## config.mk

```make
export PLATFORM = sky130hd
export DESIGN_NAME = condition_evaluator_flat
export DESIGN_NICKNAME = d
export VERILOG_FILES = /design/src/rtl/condition_evaluator_if.sv /design/src/rtl/condition_evaluator.sv /design/src/flat_wrapper.sv
export SDC_FILE = /design/constraint.sdc
export NUM_CORES = 1
export LEC_CHECK = 0
export ABC_AREA = 1
export CELL_PAD_IN_SITES_DETAIL_PLACEMENT = 1
export CELL_PAD_IN_SITES_GLOBAL_PLACEMENT = 1
export CORE_ASPECT_RATIO = 0.7
export CORE_MARGIN = 5
export CORE_UTILIZATION = 27
export DETAILED_ROUTE_END_ITERATION = 16
export GPL_TIMING_DRIVEN = 0
export PLACE_DENSITY = 0.77
export SKIP_LAST_GASP = 1
export SLEW_MARGIN = 20
export SYNTH_ARGS = -nofsm -noshare
export SYNTH_HDL_FRONTEND = slang
export SYNTH_SLANG_ARGS = --single-unit
```

## constraint.sdc

```tcl
create_clock -name clk -period 1.2 [get_ports clk]
set_input_delay 0.12 -clock clk [delete_from_list [all_inputs] [get_ports clk]]
set_output_delay 0.12 -clock clk [all_outputs]
set_load 0.02 [all_outputs]
```

## src/rtl/condition_evaluator_if.sv

```systemverilog
// Bus between the condition evaluator and its neighbours.
// The master drives the ALU flags, the condition field and the pipeline controls.
// The slave returns the status register and the registered condition result.
//   flags_in   : ALU flags {N,Z,C,V}
//   flags_we   : load flags_in into the status register
//   cond       : instruction condition field
//   eval_req   : request an evaluation of cond this cycle
//   stall      : pipeline hold
//   flush      : discard any result being produced
//   flags_out  : current status register {N,Z,C,V}
//   cond_true  : registered evaluation result
//   cond_valid : cond_true holds the result for the request accepted last cycle
interface condition_evaluator_if;
  logic [3:0] flags_in;
  logic       flags_we;
  logic [3:0] cond;
  logic       eval_req;
  logic       stall;
  logic       flush;
  logic [3:0] flags_out;
  logic       cond_true;
  logic       cond_valid;

  modport master (
    output flags_in, flags_we, cond, eval_req, stall, flush,
    input  flags_out, cond_true, cond_valid
  );

  modport slave (
    input  flags_in, flags_we, cond, eval_req, stall, flush,
    output flags_out, cond_true, cond_valid
  );
endinterface

```

## src/rtl/condition_evaluator.sv

```systemverilog
// Condition evaluator. It owns the status register {N,Z,C,V} and evaluates the 4-bit instruction
// condition field against it. It delivers a registered cond_true/cond_valid pair to the
// control unit.
//   clk   : rising-edge clock
//   reset : asynchronous, active-high reset
//   bus   : slave side of condition_evaluator_if (flags, condition, pipeline controls, result)
// Parameters:
//   BYPASS      : 1 = evaluate on flags_in when flags_we is high in the same cycle
//   RESET_FLAGS : status register value after reset
module condition_evaluator #(
  parameter bit         BYPASS      = 1'b1,
  parameter logic [3:0] RESET_FLAGS = 4'b0000
) (
  input  logic                  clk,
  input  logic                  reset,
  condition_evaluator_if.slave  bus
);

  typedef enum logic [0:0] {StIdle, StValid} state_e;

  state_e     state_q, state_d;
  logic       cond_true_q, cond_true_d;
  logic [3:0] sr_q, sr_d;
  logic [3:0] eff_flags;
  logic       eval_result;

  function automatic logic eval_cond(input logic [3:0] c, input logic [3:0] f);
    logic n, z, cy, v;
    logic res;
    n  = f[3];
    z  = f[2];
    cy = f[1];
    v  = f[0];
    case (c)
      4'h0:    res = z;
      4'h1:    res = ~z;
      4'h2:    res = cy;
      4'h3:    res = ~cy;
      4'h4:    res = n;
      4'h5:    res = ~n;
      4'h6:    res = v;
      4'h7:    res = ~v;
      4'h8:    res = cy & ~z;
      4'h9:    res = ~cy | z;
      4'hA:    res = (n == v);
      4'hB:    res = (n != v);
      4'hC:    res = ~z & (n == v);
      4'hD:    res = z | (n != v);
      4'hE:    res = 1'b1;
      default: res = 1'b0;  // NV: reserved, never true
    endcase
    return res;
  endfunction

  // Same-cycle flag writes are forwarded into the evaluation only when BYPASS is set.
  assign eff_flags   = (BYPASS && bus.flags_we) ? bus.flags_in : sr_q;
  assign eval_result = eval_cond(bus.cond, eff_flags);

  always_comb begin
    state_d     = state_q;
    cond_true_d = cond_true_q;
    sr_d        = sr_q;
    if (bus.flush) begin
      // Flush overrides stall, so a flag write in the same cycle still lands.
      state_d     = StIdle;
      cond_true_d = 1'b0;
      if (bus.flags_we) sr_d = bus.flags_in;
    end else if (bus.stall) begin
      // Hold everything; flags_we and eval_req are ignored.
    end else if (bus.eval_req) begin
      state_d     = StValid;
      cond_true_d = eval_result;
      if (bus.flags_we) sr_d = bus.flags_in;
    end else begin
      state_d     = StIdle;
      cond_true_d = 1'b0;
      if (bus.flags_we) sr_d = bus.flags_in;
    end
  end

  always_ff @(posedge clk or posedge reset) begin
    if (reset) begin
      state_q     <= StIdle;
      cond_true_q <= 1'b0;
      sr_q        <= RESET_FLAGS;
    end else begin
      state_q     <= state_d;
      cond_true_q <= cond_true_d;
      sr_q        <= sr_d;
    end
  end

  assign bus.flags_out  = sr_q;
  assign bus.cond_true  = cond_true_q;
  assign bus.cond_valid = (state_q == StValid);

endmodule

```

## src/flat_wrapper.sv

```systemverilog
// flat-port wrapper written by rule: the top's interface ports become plain ports
module condition_evaluator_flat 
#(
  parameter bit         BYPASS      = 1'b1,
  parameter logic [3:0] RESET_FLAGS = 4'b0000
)
  (clk, reset, bus_flags_in, bus_flags_we, bus_cond, bus_eval_req, bus_stall, bus_flush, bus_flags_out, bus_cond_true, bus_cond_valid);
  condition_evaluator_if bus_i ();
  input  logic clk;
  input  logic reset;
  input wire logic [$bits(bus_i.flags_in)-1:0] bus_flags_in;
  input wire logic [$bits(bus_i.flags_we)-1:0] bus_flags_we;
  input wire logic [$bits(bus_i.cond)-1:0] bus_cond;
  input wire logic [$bits(bus_i.eval_req)-1:0] bus_eval_req;
  input wire logic [$bits(bus_i.stall)-1:0] bus_stall;
  input wire logic [$bits(bus_i.flush)-1:0] bus_flush;
  output wire logic [$bits(bus_i.flags_out)-1:0] bus_flags_out;
  output wire logic [$bits(bus_i.cond_true)-1:0] bus_cond_true;
  output wire logic [$bits(bus_i.cond_valid)-1:0] bus_cond_valid;
  assign bus_i.flags_in = bus_flags_in;
  assign bus_i.flags_we = bus_flags_we;
  assign bus_i.cond = bus_cond;
  assign bus_i.eval_req = bus_eval_req;
  assign bus_i.stall = bus_stall;
  assign bus_i.flush = bus_flush;
  assign bus_flags_out = bus_i.flags_out;
  assign bus_cond_true = bus_i.cond_true;
  assign bus_cond_valid = bus_i.cond_valid;
  condition_evaluator #(.BYPASS(BYPASS), .RESET_FLAGS(RESET_FLAGS)) u_core (.clk(clk), .reset(reset), .bus(bus_i));
endmodule
```

==> results.yml, run 1 <==
status:
  status: "finished with violations"
  violations: "negative setup slack"
critical_path:
  slowest_delay_ns: 0.38
  start_kind: "flop"
  cp_data_arrival_time_ns: 1.38
  crit_top_cell: "nand2_1"
  critical-path-top-delay-family: "simple AND/OR/NAND/NOR gates"
  crit_buf_inv: 1
  r2r_setup_slack_ns: -0.05
  critPathSlowestCell: "dfrtp_1"
  cp_max_fo: 4
  reg2regPathDepth: 11
  crit_required_ns: 1.33
  path_class: "flop to flop"
  path_depth: 11
  crit_path_end_kind: "flop"
  path_cells: "inv_1, nand2_1, nand2_2, nand2_2, nand3_1, nand2_1, nand2_1, nand2_1, nand2_1, nand2_1, nand2_1"
floorplan:
  start_util_pct: 28.43
  num_io_pins: 20
  chipHeight_um: 47.13
  die_area_um2: 2971
  coreArea_um2: 1871
  fp-row-count: 13
  dieWidth_um: 63.04
synth:
  synth_fp_nets: 112
  netlist_area_um2: 531.8
  synthDistinctLibCells: 12
  ys_seq_elements: 6
  synth.yosys.warnings: 0
  yosysSeqAreaShare_pct: 28.24
  netlist_instances: 98
  avgSynthCellArea_um2: 5.426
placement:
  gp_congestion: 0.8808
  dp.cells: 139
  place_hpwl_um: 1344
  port_buffers: 19
  post-place-ws_ns: -0.5583
clocking:
  ctsLongestPathBuffers: 2
  clk_pin_slew_ns: 0.05
  clk_latency_ns: 0.25
  clock_sinks: 6
  cts-root-buf: "clkbuf_4"
  numCtsBuffers: 3
  cts_tree: "done"
  cts_htree_levels: 1
power:
  clkPwrFrac_pct: 26.9
  power_density_nw_per_um2: 876.0
  switchingPower_uw: 247.9
  intPower_uw: 452.5
  sw_frac_of_total_pct: 35.39
  pwr-share-seq_pct: 34.3
  combPwrFrac_pct: 38.7
  max-vdd-ir-drop_uv: 606.0
  power.leakage_nw: 0.4648
timing:
  hold_violations: 0
  finalCriticalPeriod_ns: 1.249
  worst_slew_pin_slew_ns: 0.2948
  timing.hold.ws_ns: 0.09316
  min_period_over_period_pct: 104.1
  rsz0062_at_grt: "yes"
  setup_viol: 1
  fmax_mhz: 800.8
  layout_setup_ws_ns: -0.04883
  maxSlewHeadroom_pct: 80.31
  slew_violations: 0
  finalClockSkew_ns: 0.004039
drt:
  first_pass_iters: 4
  drt_wl_total_um: 1616
  final_antenna_net_count: 0
  drtIter0Drc: 12
  remaining_drc_errors: 0
  avgViaCountPerCell: 4.448
  dr_total_vias: 636
  drt-wirelength-per-cell_um: 11.30
layout:
  mostFrequentLayoutCell: "nand2_1"
  finalNetCount: 137
  multiInputGateArea_um2: 347.8
  regArea_um2: 150.1
  final_cell_mix: "nand2_1, inv_1, clkdlybuf4s50_1"
  drive_above_1_share_pct: 15.70
  instances_no_fill: 143
  syn_to_final_growth_pct: 50.35
  diodes: 0
  final_util_pct: 42.74
  fill_cells: 279
global_routing:
  grt_first_pass_wirelength_um: 2697
  grt_max_degree: 10
  antenna_found_initial: 0
  grt_pass1_vias: 649
  grt.total_usage_pct: 11.80
  overflow: 0
worst_hold_path:
  hold_class: "input port to asynchronous set/reset pin"
run:
  max_cap_violations: 0
-- synthesized netlist by cell type --
| library cell | instances | share of area, % |
|---|---|---|
| a21oi_1 | 1 | 0.94 |
| dfrtp_1 | 6 | 28 |
| inv_1 | 15 | 11 |
| inv_2 | 1 | 0.71 |
| mux2_2 | 1 | 2.1 |
| nand2_1 | 46 | 32 |
| nand2_2 | 4 | 4.7 |
| nand3_1 | 7 | 6.6 |
| nor2_1 | 11 | 7.8 |
| nor2_2 | 1 | 1.2 |
| o21ai_0 | 3 | 2.8 |
| o21ai_1 | 2 | 1.9 |
-- flip-flops by register name, summed over array words and instances (netlist names) --
signal                 flops
u_core.bus.cond_true       1
u_core.bus.cond_valid      1
u_core.bus.flags_out       4
-- final timing paths --
kind / start / to
setup / recovery: u_core.bus.flags_out[3] / u_core.bus.cond_true
hold / removal: reset / u_core.bus.flags_out[1]
setup reg to reg: u_core.bus.flags_out[3] / u_core.bus.cond_true
hold reg to reg: u_core.bus.cond_valid / u_core.bus.cond_valid
max in group asynchronous: reset / u_core.bus.cond_true
min in group clk: bus_cond[3] / u_core.bus.cond_true
-- area by class of cell --
cell class | count | share of cell area, %
clock buffers | 3 | 2.817
inverters | 16 | 7.512
multi-input cells | 76 | 43.51
flip-flops and latches | 6 | 18.78
well taps | 22 | 3.443
repair buffers | 20 | 23.94
-- metal layers --
| metal | GRT usage, % | up-vias | wire length (µm) |
|---|---|---|---|
| met5 | 0 | - | 0 |
| met4 | 1.271 | 0 | 0 |
| met3 | 5.502 | 0 | 108 |
| met2 | 20.86 | 14 | 739 |
| met1 | 13.86 | 281 | 769 |
| li1 | - | 341 | - |
-- repair_timing --
item	4_1_cts	5_1_grt
hold buffers	0	0
endpoints found under the setup margin	7	2
endpoints found under the hold margin	0	0
buffers inserted	0	1
gates resized for setup	8	9
pin swaps	0	5
-- metrics by stage --
step                      setup TNS, ns  area (µm²)  total power [mW]
final                          -0.04883       799.5            0.7004
after global routing            -0.1696       799.5            0.7608
after CTS                       -0.1613       765.7            0.6976
after detailed placement         -1.019       749.5            0.5152
after global placement          -0.8677       749.5            0.5080
after floorplan                       0       531.8            0.3869
-- logic make-up after synthesis --
family	synth area share [%]
buf+inv	11.29
mux	2.117
simple gates	52.71
compound gates	5.645
flops	28.23
-- power groups by stage --
stage / clock network (mW) / registers, mW / logic [mW]
floorplan: 0 / 0.269 / 0.118
global placement: 0 / 0.244 / 0.264
detailed placement: 0 / 0.245 / 0.270
CTS: 0.200 / 0.241 / 0.257
global route: 0.215 / 0.244 / 0.302
finish: 0.189 / 0.241 / 0.271
(Power assumes the default switching activity.)
==> run 2: changes to the inputs <==
--- a/config.mk
+++ b/config.mk
@@ -7,13 +7,13 @@
 export LEC_CHECK = 0
 export ABC_AREA = 1
 export CELL_PAD_IN_SITES_DETAIL_PLACEMENT = 1
-export CELL_PAD_IN_SITES_GLOBAL_PLACEMENT = 1
-export CORE_ASPECT_RATIO = 0.7
+export CELL_PAD_IN_SITES_GLOBAL_PLACEMENT = 2
+export CORE_ASPECT_RATIO = 1.4
 export CORE_MARGIN = 5
-export CORE_UTILIZATION = 27
+export CORE_UTILIZATION = 19
 export DETAILED_ROUTE_END_ITERATION = 16
 export GPL_TIMING_DRIVEN = 0
-export PLACE_DENSITY = 0.77
+export PLACE_DENSITY = 0.74
 export SKIP_LAST_GASP = 1
 export SLEW_MARGIN = 20
 export SYNTH_ARGS = -nofsm -noshare
==> results.yml, run 2 (same netlist as run 1, synthesis figures left out) <==
placement:
  place_hpwl_um: 1479
  gp_congestion: 0.8207
  dp.cells: 153
  port_buffers: 19
  post-place-ws_ns: -0.5284
  dpl_cell_area_um2: 767.0
critical_path:
  critical-path-top-delay-family: "simple AND/OR/NAND/NOR gates"
  start_kind: "flop"
  slowest_delay_ns: 0.38
  path_class: "flop to flop"
  r2r_start: "u_core.bus.flags_out[0]"
  crit_top_cell: "nand2_1"
  crit_buf_inv: 0
  critPathSlowestCell: "dfrtp_1"
  cp_max_fo: 3
  cp-startpoint: "u_core.bus.flags_out[0]"
  crit_required_ns: 1.33
  path_cells: "nand2_1, nand2_1, nand2_1, nand3_2, nand2_1, nand2_1, nor2_1, nand2_1, nand2_1, nand2_1"
  crit_path_end_kind: "flop"
  cp_data_arrival_time_ns: 1.38
drt:
  wl_met1_um: 658
  drtIter0Drc: 8
  remaining_drc_errors: 0
  wl_met3_um: 97
  dr_total_vias: 658
  first_pass_iters: 2
  highest_layer: "met3"
  met2_length_um: 925
  drt-wirelength-per-cell_um: 10.64
  drt_wl_total_um: 1681
  avgViaCountPerCell: 4.165
  final_antenna_net_count: 0
layout:
  design_area_um2: 810.8
  fill_cells: 374
  regArea_um2: 150.1
  largest_reg_flops: 4
  instances_no_fill: 158
  multiInputGateArea_um2: 334.1
  final_cell_mix: "nand2_1, inv_1, clkdlybuf4s50_1"
  diodes: 0
  mostFrequentLayoutCell: "nand2_1"
  syn_to_final_growth_pct: 52.47
  finalNetCount: 138
  drive_above_1_share_pct: 11.48
  final_util_pct: 30.37
clocking:
  clock_sinks: 6
  clk_pin_slew_ns: 0.05
  cts-hold-fix-buffers: 0
  cts-root-buf: "clkbuf_4"
  cts_htree_levels: 1
  numCtsBuffers: 3
  cts_tree: "done"
  ctsLongestPathBuffers: 2
  clk_latency_ns: 0.24
power:
  intPower_uw: 452.9
  pwr-share-seq_pct: 34.9
  power_density_nw_per_um2: 848.9
  clkPwrFrac_pct: 26.2
  switchingPower_uw: 235.4
  power.leakage_nw: 0.4707
  power.total_uw: 688.3
  max-vdd-ir-drop_uv: 455.4
  combPwrFrac_pct: 38.9
  sw_frac_of_total_pct: 34.20
timing:
  layout_setup_ws_ns: -0.05685
  hold_violations: 0
  finalCriticalPeriod_ns: 1.257
  finalClockSkew_ns: 0.003513
  timing.hold.ws_ns: 0.09774
  maxSlewHeadroom_pct: 80.34
  rsz0062_at_grt: "yes"
  min_period_over_period_pct: 104.7
  slew_violations: 0
  worst_slew_pin_slew_ns: 0.2944
  setup_viol: 1
  fmax_mhz: 795.6
  setup_tns_ns: -0.05685
floorplan:
  fp-row-count: 22
  chipHeight_um: 72.60
  num_io_pins: 20
  start_util_pct: 19.92
  dieWidth_um: 54.71
  die_area_um2: 3972
  coreArea_um2: 2670
global_routing:
  antenna_found_initial: 0
  grt.total_usage_pct: 9.915
  grt_first_pass_wirelength_um: 3056
  grt_pass1_vias: 744
  overflow: 0
  grt_max_degree: 10
run:
  max_cap_violations: 0
status:
  violations: "negative setup slack"
  status: "finished with violations"
worst_hold_path:
  hold_class: "input port to asynchronous set/reset pin"
==> run 2: power groups by stage <==
| stage | combinational, mW | sequential (mW) | clock (mW) |
|---|---|---|---|
| 2_1_floorplan | 0.118 | 0.269 | 0 |
| 3_3_place_gp | 0.269 | 0.245 | 0 |
| 3_5_place_dp | 0.272 | 0.245 | 0 |
| 4_1_cts | 0.258 | 0.242 | 0.195 |
| 5_1_grt | 0.304 | 0.243 | 0.207 |
| 6_report | 0.268 | 0.240 | 0.180 |
==> run 2: final cells by class <==
| class | count | area share (%) |
|---|---|---|
| multi-input combinational | 76 | 41.20 |
| sequential | 6 | 18.52 |
| timing repair buffer | 21 | 24.54 |
| clock buffer | 3 | 2.778 |
| tap | 36 | 5.556 |
| inverter | 16 | 7.407 |
==> run 2: worst paths after layout <==
path	to	slack (ns)	cells after the start
max	u_core.bus.cond_true	-0.06	10
min reg2reg	u_core.bus.cond_valid	0.47	2
min	u_core.bus.flags_out[1]	0.1	2
max in group asynchronous	u_core.bus.flags_out[2]	0.90	2
min in group clk	u_core.bus.cond_valid	0.46	3
max reg2reg	u_core.bus.cond_true	-0.06	10
==> run 2: routing by layer <==
layer  track usage, %  up-vias
li1                 -      344
met2            17.76       13
met1            10.93      301
met3            2.249        0
met4            3.324        0
met5                0        -
==> run 2: repair_timing <==
action / CTS / global route
setup endpoints to repair: 7 / 2
pin swaps: 0 / 5
buffers inserted: 0 / 2
resized for setup: 8 / 3
